File: config.mk
export PLATFORM = sky130hd
export DESIGN_NAME = arith_unit_pipe
export DESIGN_NICKNAME = d
export VERILOG_FILES = /design/src/rtl/arith_unit_pipe.sv
export SDC_FILE = /design/constraint.sdc
export NUM_CORES = 1
export LEC_CHECK = 0
export ABC_AREA = 1
export CORE_MARGIN = 2
export CORE_UTILIZATION = 40
export CTS_BUF_LIST = sky130_fd_sc_hd__clkbuf_8
export DETAILED_ROUTE_END_ITERATION = 8
export GPL_TIMING_DRIVEN = 0
export HOLD_SLACK_MARGIN = 0.12
export SYNTH_ARGS = -nofsm -noshare
export SYNTH_HDL_FRONTEND = slang
export SYNTH_SLANG_ARGS = --single-unit
File: constraint.sdc
create_clock -name Clk -period 15.9 [get_ports Clk]
set_input_delay 3.18 -clock Clk [delete_from_list [all_inputs] [get_ports Clk]]
set_output_delay 3.18 -clock Clk [all_outputs]
set_load 0.02 [all_outputs]
File: src/rtl/arith_unit_pipe.sv
// Two-stage pipelined signed arithmetic unit with saturation, sticky overflow flags and a MAC accumulator.
// Optional: define ARITH_UNIT_ROUND_EN for round-half-up on MUL/MAC outputs (default: truncating shift).
module arith_unit_pipe #(
  parameter int WIDTH     = 16,
  parameter int ACC_WIDTH = 40,
  parameter int FRAC_BITS = 15
) (
  input  logic             Clk,
  input  logic             Reset,
  input  logic             InValid,
  input  logic [WIDTH-1:0] A,
  input  logic [WIDTH-1:0] B,
  input  logic [2:0]       OpCode,
  input  logic             ClrOvf,
  output logic [WIDTH-1:0] Result,
  output logic             OutValid,
  output logic             Overflow,
  output logic             AccOverflow
);

  typedef enum logic [2:0] {
    OP_ADD     = 3'b000,
    OP_SUB     = 3'b001,
    OP_MUL     = 3'b010,
    OP_MAC     = 3'b011,
    OP_ABSDIFF = 3'b100,
    OP_MIN     = 3'b101,
    OP_MAX     = 3'b110,
    OP_CLRACC  = 3'b111
  } op_e;

  // Internal width covers the accumulator plus headroom for rounding and sign.
  localparam int IW = ACC_WIDTH + 2;

  localparam logic signed [IW-1:0] RES_MAX = {{(IW-WIDTH+1){1'b0}}, {(WIDTH-1){1'b1}}};
  localparam logic signed [IW-1:0] RES_MIN = {{(IW-WIDTH+1){1'b1}}, {(WIDTH-1){1'b0}}};
  localparam logic signed [ACC_WIDTH:0] ACC_MAX = {2'b00, {(ACC_WIDTH-1){1'b1}}};
  localparam logic signed [ACC_WIDTH:0] ACC_MIN = {2'b11, {(ACC_WIDTH-1){1'b0}}};

`ifdef ARITH_UNIT_ROUND_EN
  localparam logic signed [IW-1:0] RND = ({{(IW-1){1'b0}}, 1'b1} << FRAC_BITS) >> 1;
`else
  localparam logic signed [IW-1:0] RND = '0;
`endif

  // Stage 1 registers
  logic signed [WIDTH-1:0] a_q, b_q;
  op_e                     op_q;
  logic                    v_q;

  // NOTE: every clocked assignment is non-blocking so both stages see the pre-edge values.
  always_ff @(posedge Clk) begin
    if (!Reset) begin
      v_q  <= 1'b0;
      a_q  <= '0;
      b_q  <= '0;
      op_q <= OP_ADD;
    end else begin
      v_q <= InValid;
      if (InValid) begin
        a_q  <= A;
        b_q  <= B;
        op_q <= op_e'(OpCode);
      end
    end
  end

  logic signed [ACC_WIDTH-1:0] acc;

  logic signed [2*WIDTH-1:0] a_x, b_x, prod;
  logic signed [IW-1:0]      a_i, b_i, diff, prod_i, acc_i;
  logic signed [ACC_WIDTH:0] acc_sum;
  logic signed [ACC_WIDTH-1:0] acc_sat;
  logic                      acc_hit;

  assign a_x  = {{WIDTH{a_q[WIDTH-1]}}, a_q};
  assign b_x  = {{WIDTH{b_q[WIDTH-1]}}, b_q};
  assign prod = a_x * b_x;

  assign a_i    = {{(IW-WIDTH){a_q[WIDTH-1]}}, a_q};
  assign b_i    = {{(IW-WIDTH){b_q[WIDTH-1]}}, b_q};
  assign diff   = a_i - b_i;
  assign prod_i = {{(IW-2*WIDTH){prod[2*WIDTH-1]}}, prod};

  // The accumulator clamps rather than wraps; the sum carries one guard bit.
  assign acc_sum = {acc[ACC_WIDTH-1], acc}
                 + {{(ACC_WIDTH+1-2*WIDTH){prod[2*WIDTH-1]}}, prod};

  always_comb begin
    acc_hit = 1'b0;
    acc_sat = acc_sum[ACC_WIDTH-1:0];
    if (acc_sum > ACC_MAX) begin
      acc_hit = 1'b1;
      acc_sat = ACC_MAX[ACC_WIDTH-1:0];
    end else if (acc_sum < ACC_MIN) begin
      acc_hit = 1'b1;
      acc_sat = ACC_MIN[ACC_WIDTH-1:0];
    end
  end

  assign acc_i = {{(IW-ACC_WIDTH){acc_sat[ACC_WIDTH-1]}}, acc_sat};

  logic signed [IW-1:0]       pre;
  logic signed [ACC_WIDTH-1:0] acc_next;
  logic                       acc_ovf_hit;
  logic [WIDTH-1:0]           res_sat;
  logic                       sat_hit;

  // NOTE: every output of this block gets a default first, so no latch is inferred.
  always_comb begin
    pre         = '0;
    acc_next    = acc;
    acc_ovf_hit = 1'b0;
    unique case (op_q)
      OP_ADD:     pre = a_i + b_i;
      OP_SUB:     pre = diff;
      OP_MUL:     pre = (prod_i + RND) >>> FRAC_BITS;
      OP_MAC: begin
        acc_next    = acc_sat;
        acc_ovf_hit = acc_hit;
        pre         = (acc_i + RND) >>> FRAC_BITS;
      end
      OP_ABSDIFF: pre = diff[IW-1] ? -diff : diff;
      OP_MIN:     pre = (a_q < b_q) ? a_i : b_i;
      OP_MAX:     pre = (a_q > b_q) ? a_i : b_i;
      OP_CLRACC: begin
        acc_next = '0;
        pre      = '0;
      end
      default:    pre = '0;
    endcase

    sat_hit = 1'b0;
    res_sat = pre[WIDTH-1:0];
    if (pre > RES_MAX) begin
      sat_hit = 1'b1;
      res_sat = RES_MAX[WIDTH-1:0];
    end else if (pre < RES_MIN) begin
      sat_hit = 1'b1;
      res_sat = RES_MIN[WIDTH-1:0];
    end
  end

  // Stage 2: result, accumulator and sticky flags; a new saturation beats ClrOvf.
  always_ff @(posedge Clk) begin
    if (!Reset) begin
      acc         <= '0;
      Result      <= '0;
      OutValid    <= 1'b0;
      Overflow    <= 1'b0;
      AccOverflow <= 1'b0;
    end else begin
      OutValid <= v_q;
      if (v_q) begin
        Result <= res_sat;
        acc    <= acc_next;
      end
      if (v_q && sat_hit)          Overflow <= 1'b1;
      else if (ClrOvf)             Overflow <= 1'b0;
      if (v_q && acc_ovf_hit)      AccOverflow <= 1'b1;
      else if (ClrOvf)             AccOverflow <= 1'b0;
    end
  end

endmodule

# Word level (Yosys, flattened, before mapping)
# Cells that the tools add are included.
[totals] regBits=95 latch_bits=0 ramBits=0 rom_bits=0 in_bits=39 out_inout_bits=19 word_cells=51 mem_count=0
[op_classes] addsub=4 n_mul=1 div=0 n_lt_le_gt_ge=6 eq_ne=7 n_shift=0 muxes=17 n_bitwise=0 n_reduce_logical=7
[op_table] operator="42-bit one-hot mux with 8 select lines" n=1
[op_table] operator="42-bit two-way mux" n=3
[op_table] operator="40-bit two-way mux" n=2
[op_table] operator="40-bit one-hot mux with 2 select lines" n=1
[op_table] operator="42-bit by 16-bit > comparator with 1-bit output, second input constant" n=1
[op_table] operator="42-bit by 16-bit < comparator with 1-bit output, second input constant" n=1
[op_table] operator="17-bit negation with 42-bit output" n=1
[op_table] operator="40-bit by 32-bit adder with 41-bit output" n=1
[op_table] operator="41-bit by 40-bit > comparator with 1-bit output, second input constant" n=1
[op_table] operator="41-bit by 40-bit < comparator with 1-bit output, second input constant" n=1
[op_table] operator="16-bit by 16-bit multiplier with 32-bit output" n=1
[op_table] operator="16-bit two-way mux" n=2
[op_table] operator="16-bit by 16-bit adder with 17-bit output" n=1
[op_table] operator="16-bit by 16-bit subtractor with 17-bit output" n=1
[op_table] operator="16-bit > comparator" n=1
[op_table] operator="16-bit < comparator" n=1
[op_table] operator="3-bit == test, second input constant" n=4
[op_table] operator="1-bit two-way mux" n=8
[op_table] operator="3-bit by 2-bit == test with 1-bit output, second input constant" n=2
[op_table] operator="2-bit nonzero test" n=3
[op_table] operator="3-bit by 1-bit == test with 1-bit output, second input constant" n=1
[op_table] operator="3-bit logical NOT" n=1
[op_table] operator="1-bit logical AND" n=2
[op_table] operator="2-bit AND reduction" n=1

# Depth between registers and ports, before layout
[depth] ltp_word=11 mapped_depth=57 ltp_nobuf=53

# Worst setup path after synthesis
# Ideal clock, no wire load.
[synth_path] path_kind="reg2reg" start="register a_q[15]" end="register Result[14]" setup_ns=0.109 arrival_time_ns=8.316 t_required_ns=15.791 path_slack_ns=7.475 stages_incl_launch_ff=49 path_buffers=4 period_less_slack_ns=8.425 cell_sequence="dfxtp_1 > clkbuf_1 > clkbuf_1 > nand2_1 > fa_1 > inv_1 > fa_1 > fa_1 > fa_1 > inv_1 > fa_1 > fa_1 > inv_1 > ha_1 > inv_1 > nor3_1 > nand2_1 > nor3_1 > (+13 left out) > nand4_1 > nand2_4 > inv_2 > nand2_4 > buf_6 > nand2_1 > nand2_1 > nand2_1 > nand3_1 > nor2_1 > nand3_1 > nand2_1 > nand2_1 > nand2_4 > buf_8 > nand3_2 > nand2_1 > inv_1"
[synth_between] elab_chain_cells=9 word_cells_on_any_way=19 cone_classes="add/sub (4); mul (1); order compare (6); mux (8)"
[synth_lines] element="from (decl)" line_no="47" source="logic signed [WIDTH-1:0] a_q, b_q;"
[synth_lines] element="from (signal assigned)" line_no="55" source="a_q <= '0;"
[synth_lines] element="from (signal assigned)" line_no="61" source="a_q <= A;"
[synth_lines] element="16-bit by 16-bit multiplier with 32-bit output" line_no="78" source="assign prod = a_x * b_x;"
[synth_lines] element="40-bit by 32-bit adder with 41-bit output" line_no="87" source="+ {{(ACC_WIDTH+1-2*WIDTH){prod[2*WIDTH-1]}}, prod};"
[synth_lines] element="41-bit by 40-bit < comparator with 1-bit output" line_no="95" source="end else if (acc_sum < ACC_MIN) begin"
[synth_lines] element="40-bit two-way mux" line_no="95"
[synth_lines] element="40-bit two-way mux" line_no="92" source="if (acc_sum > ACC_MAX) begin"
[synth_lines] element="42-bit one-hot mux with 8 select lines (*)" line_no="114" source="unique case (op_q)"
[synth_lines] element="42-bit by 16-bit < comparator with 1-bit output" line_no="138" source="end else if (pre < RES_MIN) begin"
[synth_lines] element="16-bit two-way mux" line_no="138"
[synth_lines] element="16-bit two-way mux (*)" line_no="135" source="if (pre > RES_MAX) begin"
[synth_lines] element="to (signal assigned)" line_no="155" source="Result <= res_sat;"
[synth_lines] element="to (decl)" line_no="15" source="output logic [WIDTH-1:0] Result,"
# Mark *: on every way between the ends. The rest lies on a longest branch, timed or not.
# A chain may end at the register's enable or synchronous reset.

# Final worst setup path
[layout_path] start="register a_q[15]" end="register acc[5]"
[layout_between] elab_chain_cells=6 word_cells_on_any_way=7 cone_classes="add/sub (1); mul (1); order compare (2); mux (3)"
[layout_lines] element="16-bit by 16-bit multiplier with 32-bit output (*)" line_no="78"
[layout_lines] element="40-bit by 32-bit adder with 41-bit output (*)" line_no="87"
[layout_lines] element="41-bit by 40-bit < comparator with 1-bit output" line_no="95"
[layout_lines] element="40-bit two-way mux" line_no="95"
[layout_lines] element="40-bit two-way mux (*)" line_no="92"
[layout_lines] element="40-bit one-hot mux with 2 select lines (*)" line_no="114"
[layout_lines] element="to (signal assigned)" line_no="156" source="acc <= acc_next;"
[layout_lines] element="to (decl)" line_no="68" source="logic signed [ACC_WIDTH-1:0] acc;"
# Marked as above.

==> out/summary.md <==
The area of the die is 0.0529 sq mm. The run gives 0 as the count of hold buffers inserted by post-cts repair. After synthesis, the largest area contributor takes up 26.0% of total cell area. Once the floorplan was initialized, standard cells occupied 40.6% of the core. Dividing the detail-routed via count by the number of cells gives 5.32.

In the synthesized netlist the dominant register cell turns out to be dfxtp_1. The die width was 230 um. The dominant cell type by count on the critical path was nand2_1.

In this run the worst setup path begins at a_q[15]. The number of instances in the synthesized netlist was 3039; the share of the cycle needed by the critical path after routing was 70.7%. In this run, post-CTS repair resized a total of 0 instances. STA puts the critical path data required time at 16280 ps. Once detail routing completed, the nets flagged for antenna violations numbered 0.

The cell sitting at the root of the clock tree is a clkbuf_8. The run gives 4660 ps as the slack of the worst reg-to-reg path. The tools report the max-slew violation count as 0. TritonCTS built the clock tree.

Height of the die: 230 um. The number of nets produced by synthesis is 3503. For this design, the slowest cell found on the critical path is fa_1.

Counting cells, the worst reg-to-reg path comes to 39. For this run, the detailed router's first-pass iteration total came to 7. By count the netlist is led by nand2_1, inv_1, fa_1. Detail-routed net length per standard cell: 20.7 um. The worst pin sits at a relative slew slack of 12.5%. The logs give 0.0503 sq mm for the area inside the core boundary and 20100 for the number of vias in the routed layout.

For this block, the routed nets add up to 78200 um of wire. The deepest level of the CTS H-tree is 3. The run finished with clean final reports. Capture instance of the worst register-to-register path: acc[5]. The number of buffer cells added on primary ports was 55.

The total number of nets in the final design was 3569; the via count of the first global-routing pass was 20100. Counting every sink on the clock net gives 95. The sequential-to-total area share from yosys stat is 9.32%. The startpoint identified for the worst hold timing path is acc[17]. The DRC violation count after routing was 0; the routability-driven placement congestion ratio was 1.03.

Cells with a size suffix above 1 make up 3.57% of the layout. Counting flops with a built-in enable in the synthesized netlist gives 0. The critical path in this run is classified as register to register.

At the later pin of the worst-skew pair, clock insertion delay measures 450 ps. After clock tree synthesis, the clock-pin slew on the worst setup and hold paths is 120 ps. Entering global routing, the biggest net connects 22 pins. After synthesis, the cell types taking the most area are fa_1, nand2_1, inv_1, ha_1, dfxtp_1.

The startpoint of the lowest-slack register-to-register path is a_q[15]. Static timing analysis puts the maximum clock frequency at 88.9 MHz. The first global-routing pass estimated 120000 um of wire. In this run the worst hold path is classified as register to register.

Along the worst path, the maximum fanout reaches 11. The tools report the worst hold endpoint as acc[17]. The number of endpoints with negative hold slack in the final report came out at 0. Setup repair after global routing left no endpoint under its margin. For the pre-CTS setup slack, the log shows 4890 ps. Broken down by cell family, the worst path's largest delay share belongs to adder cells. The power per unit of standard cell area was 135 mW/mm^2. The worst hold path depth was 2.

After synthesis, the share of flip-flops with an asynchronous set or reset is 0%. Relative to the synthesized area, the layout overhead comes to 7.89%. The estimated wirelength of the detail-placed design came out at 66500 um. After filler insertion, the fill cell instance count of the layout stands at 5382. Max-cap violations in this run came to 0. The initial antenna violation count was 1; the final critical delay including setup and external delays was 11240 ps. The post-CTS repair timing setup buffer count was 0. Yosys printed 0 warnings. The measured slew at the worst slew-check pin was 1300 ps; the total congestion overflow was 0. The delay of the slowest cell on the worst path is 980 ps. The number of buffers and inverters on the critical path is 11. The aggregate global-route resource usage is 30.0%. Across the routed clock network, the largest skew measured is 22.6 ps.

After synthesis the netlist holds a flip-flop and latch count of 95. The setup slack after layout was 4660 ps; the count of final setup violators was 0. The maximum clock path buffer count is 2. By instance count, the leading cell after synthesis is nand2_1. Row generation in the floorplan step produced 82 rows. The worst setup path is captured at a register. In this run, distinct cell masters in the synthesized netlist total 57.

After synthesis, the mean cell area works out to 6.72 sq um. The post-route setup TNS is 0 ps. The worst-case IR drop observed on VDD is 89.2 uV. Clock tree synthesis inserted a total of 9 buffers. The biggest area contributor in the post-synthesis netlist is fa_1. Total power draw: 2.97 mW. For the leakage power, the log shows 11.9 nW. For the worst setup path, the data arrival time is 11620 ps.

The sort of element at the start of the critical path was a register. In this run the count of I/O pins placed on the die edge is 58. In this run the cell area of the synthesized design comes to 0.0204 sq mm. In this run, the number of DRC markers left after iteration 0 of detailed routing was 1712.
==> metal layers <==
layer | track usage [%] | vias up | share of wire (%)
met1 | 41.2 | 9770 | 44
met5 | 0 | - | 0
li1 | - | 9393 | -
met4 | 11.5 | 0 | 3.9
met2 | 48.0 | 829 | 45
met3 | 4.12 | 136 | 7.5
==> layout make-up <==
cell class / instances / area [sq um] / share of cell area, %
Buffer: 121 / 539 / 2.45
Inverter: 674 / 2530 / 11.5
Antenna cell: 1 / 2.50 / 0.0114
Sequential cell: 95 / 1900 / 8.64
Timing Repair Buffer: 55 / 551 / 2.50
Clock buffer: 9 / 124 / 0.562
Clock inverter: 7 / 93.8 / 0.426
Multi-Input combinational cell: 2149 / 15400 / 70.1
Tap cell: 672 / 841 / 3.82
==> flip-flops by register name (all words and copies together), names as in the netlist <==
| register | cells |
|---|---|
| a_q | 16 |
| op_q | 3 |
| b_q | 16 |
| v_q | 1 |
| Result | 16 |
| OutValid | 1 |
| AccOverflow | 1 |
| Overflow | 1 |
| acc | 40 |
==> cell families (layout without fill, tap and decap cells) <==
| family | Yosys count | after routing | share of synthesized area, % |
|---|---|---|---|
| xor gates and xnor gates | 72 | 72 | 3.16 |
| other | 0 | 1 | 0 |
| buffers and inverters | 795 | 866 | 15.0 |
| adders and majority gates | 425 | 425 | 35.8 |
| and+or+nand+nor | 1213 | 1213 | 24.8 |
| DFF | 95 | 95 | 9.32 |
| AOI/OAI and AO/OA | 439 | 439 | 11.9 |
==> worst min-delay path: stages, from the launching register on <==
cell and delay [ps]:
dfxtp_1 340, nand2_1 60, a21oi_1 50
==> report_power, final <==
| group | internal, mW | switching, mW |
|---|---|---|
| clock network | 0.0641 | 0.117 |
| registers | 0.253 | 0.0167 |
| logic | 0.776 | 1.74 |
==> worst max path at each step <==
stage	to	slack [ps]	cells past startpoint
final	acc[5]	4660	39
after global routing	acc[5]	3960	39
after CTS	acc[5]	4840	39
after detailed placement	acc[5]	4890	39
after global placement	acc[14]	4900	36
after floorplan	Result[14]	7480	48
==> cells in the final DEF (no fill, tap or decap), types with 22 or more instances in the layout <==
| cell type | count |
|---|---|
| nor3_1 | 25 |
| nand3_1 | 102 |
| fa_1 | 265 |
| clkdlybuf4s50_1 | 55 |
| inv_1 | 663 |
| o21ai_0 | 154 |
| ha_1 | 160 |
| nand2_1 | 751 |
| xor2_1 | 42 |
| clkbuf_1 | 99 |
| nor2_1 | 228 |
| dfxtp_1 | 95 |
| a21oi_1 | 196 |
| nand4_1 | 31 |
| nand2_2 | 22 |
| xnor2_1 | 28 |
==> metrics by stage <==
stage | instances | instance area [sq um] | hold slack, ps | utilization (%)
after floorplan | 3039 | 20400 | 450 | -
after global placement | 3766 | 21800 | 459 | 43.4
after detailed placement | 3766 | 21800 | 464 | 43.4
after CTS | 3782 | 22000 | 485 | 43.8
after global routing | 3783 | 22000 | 512 | 43.8
final | 3783 | 22000 | 483 | 43.8
Power figures use the tool's default switching activity.
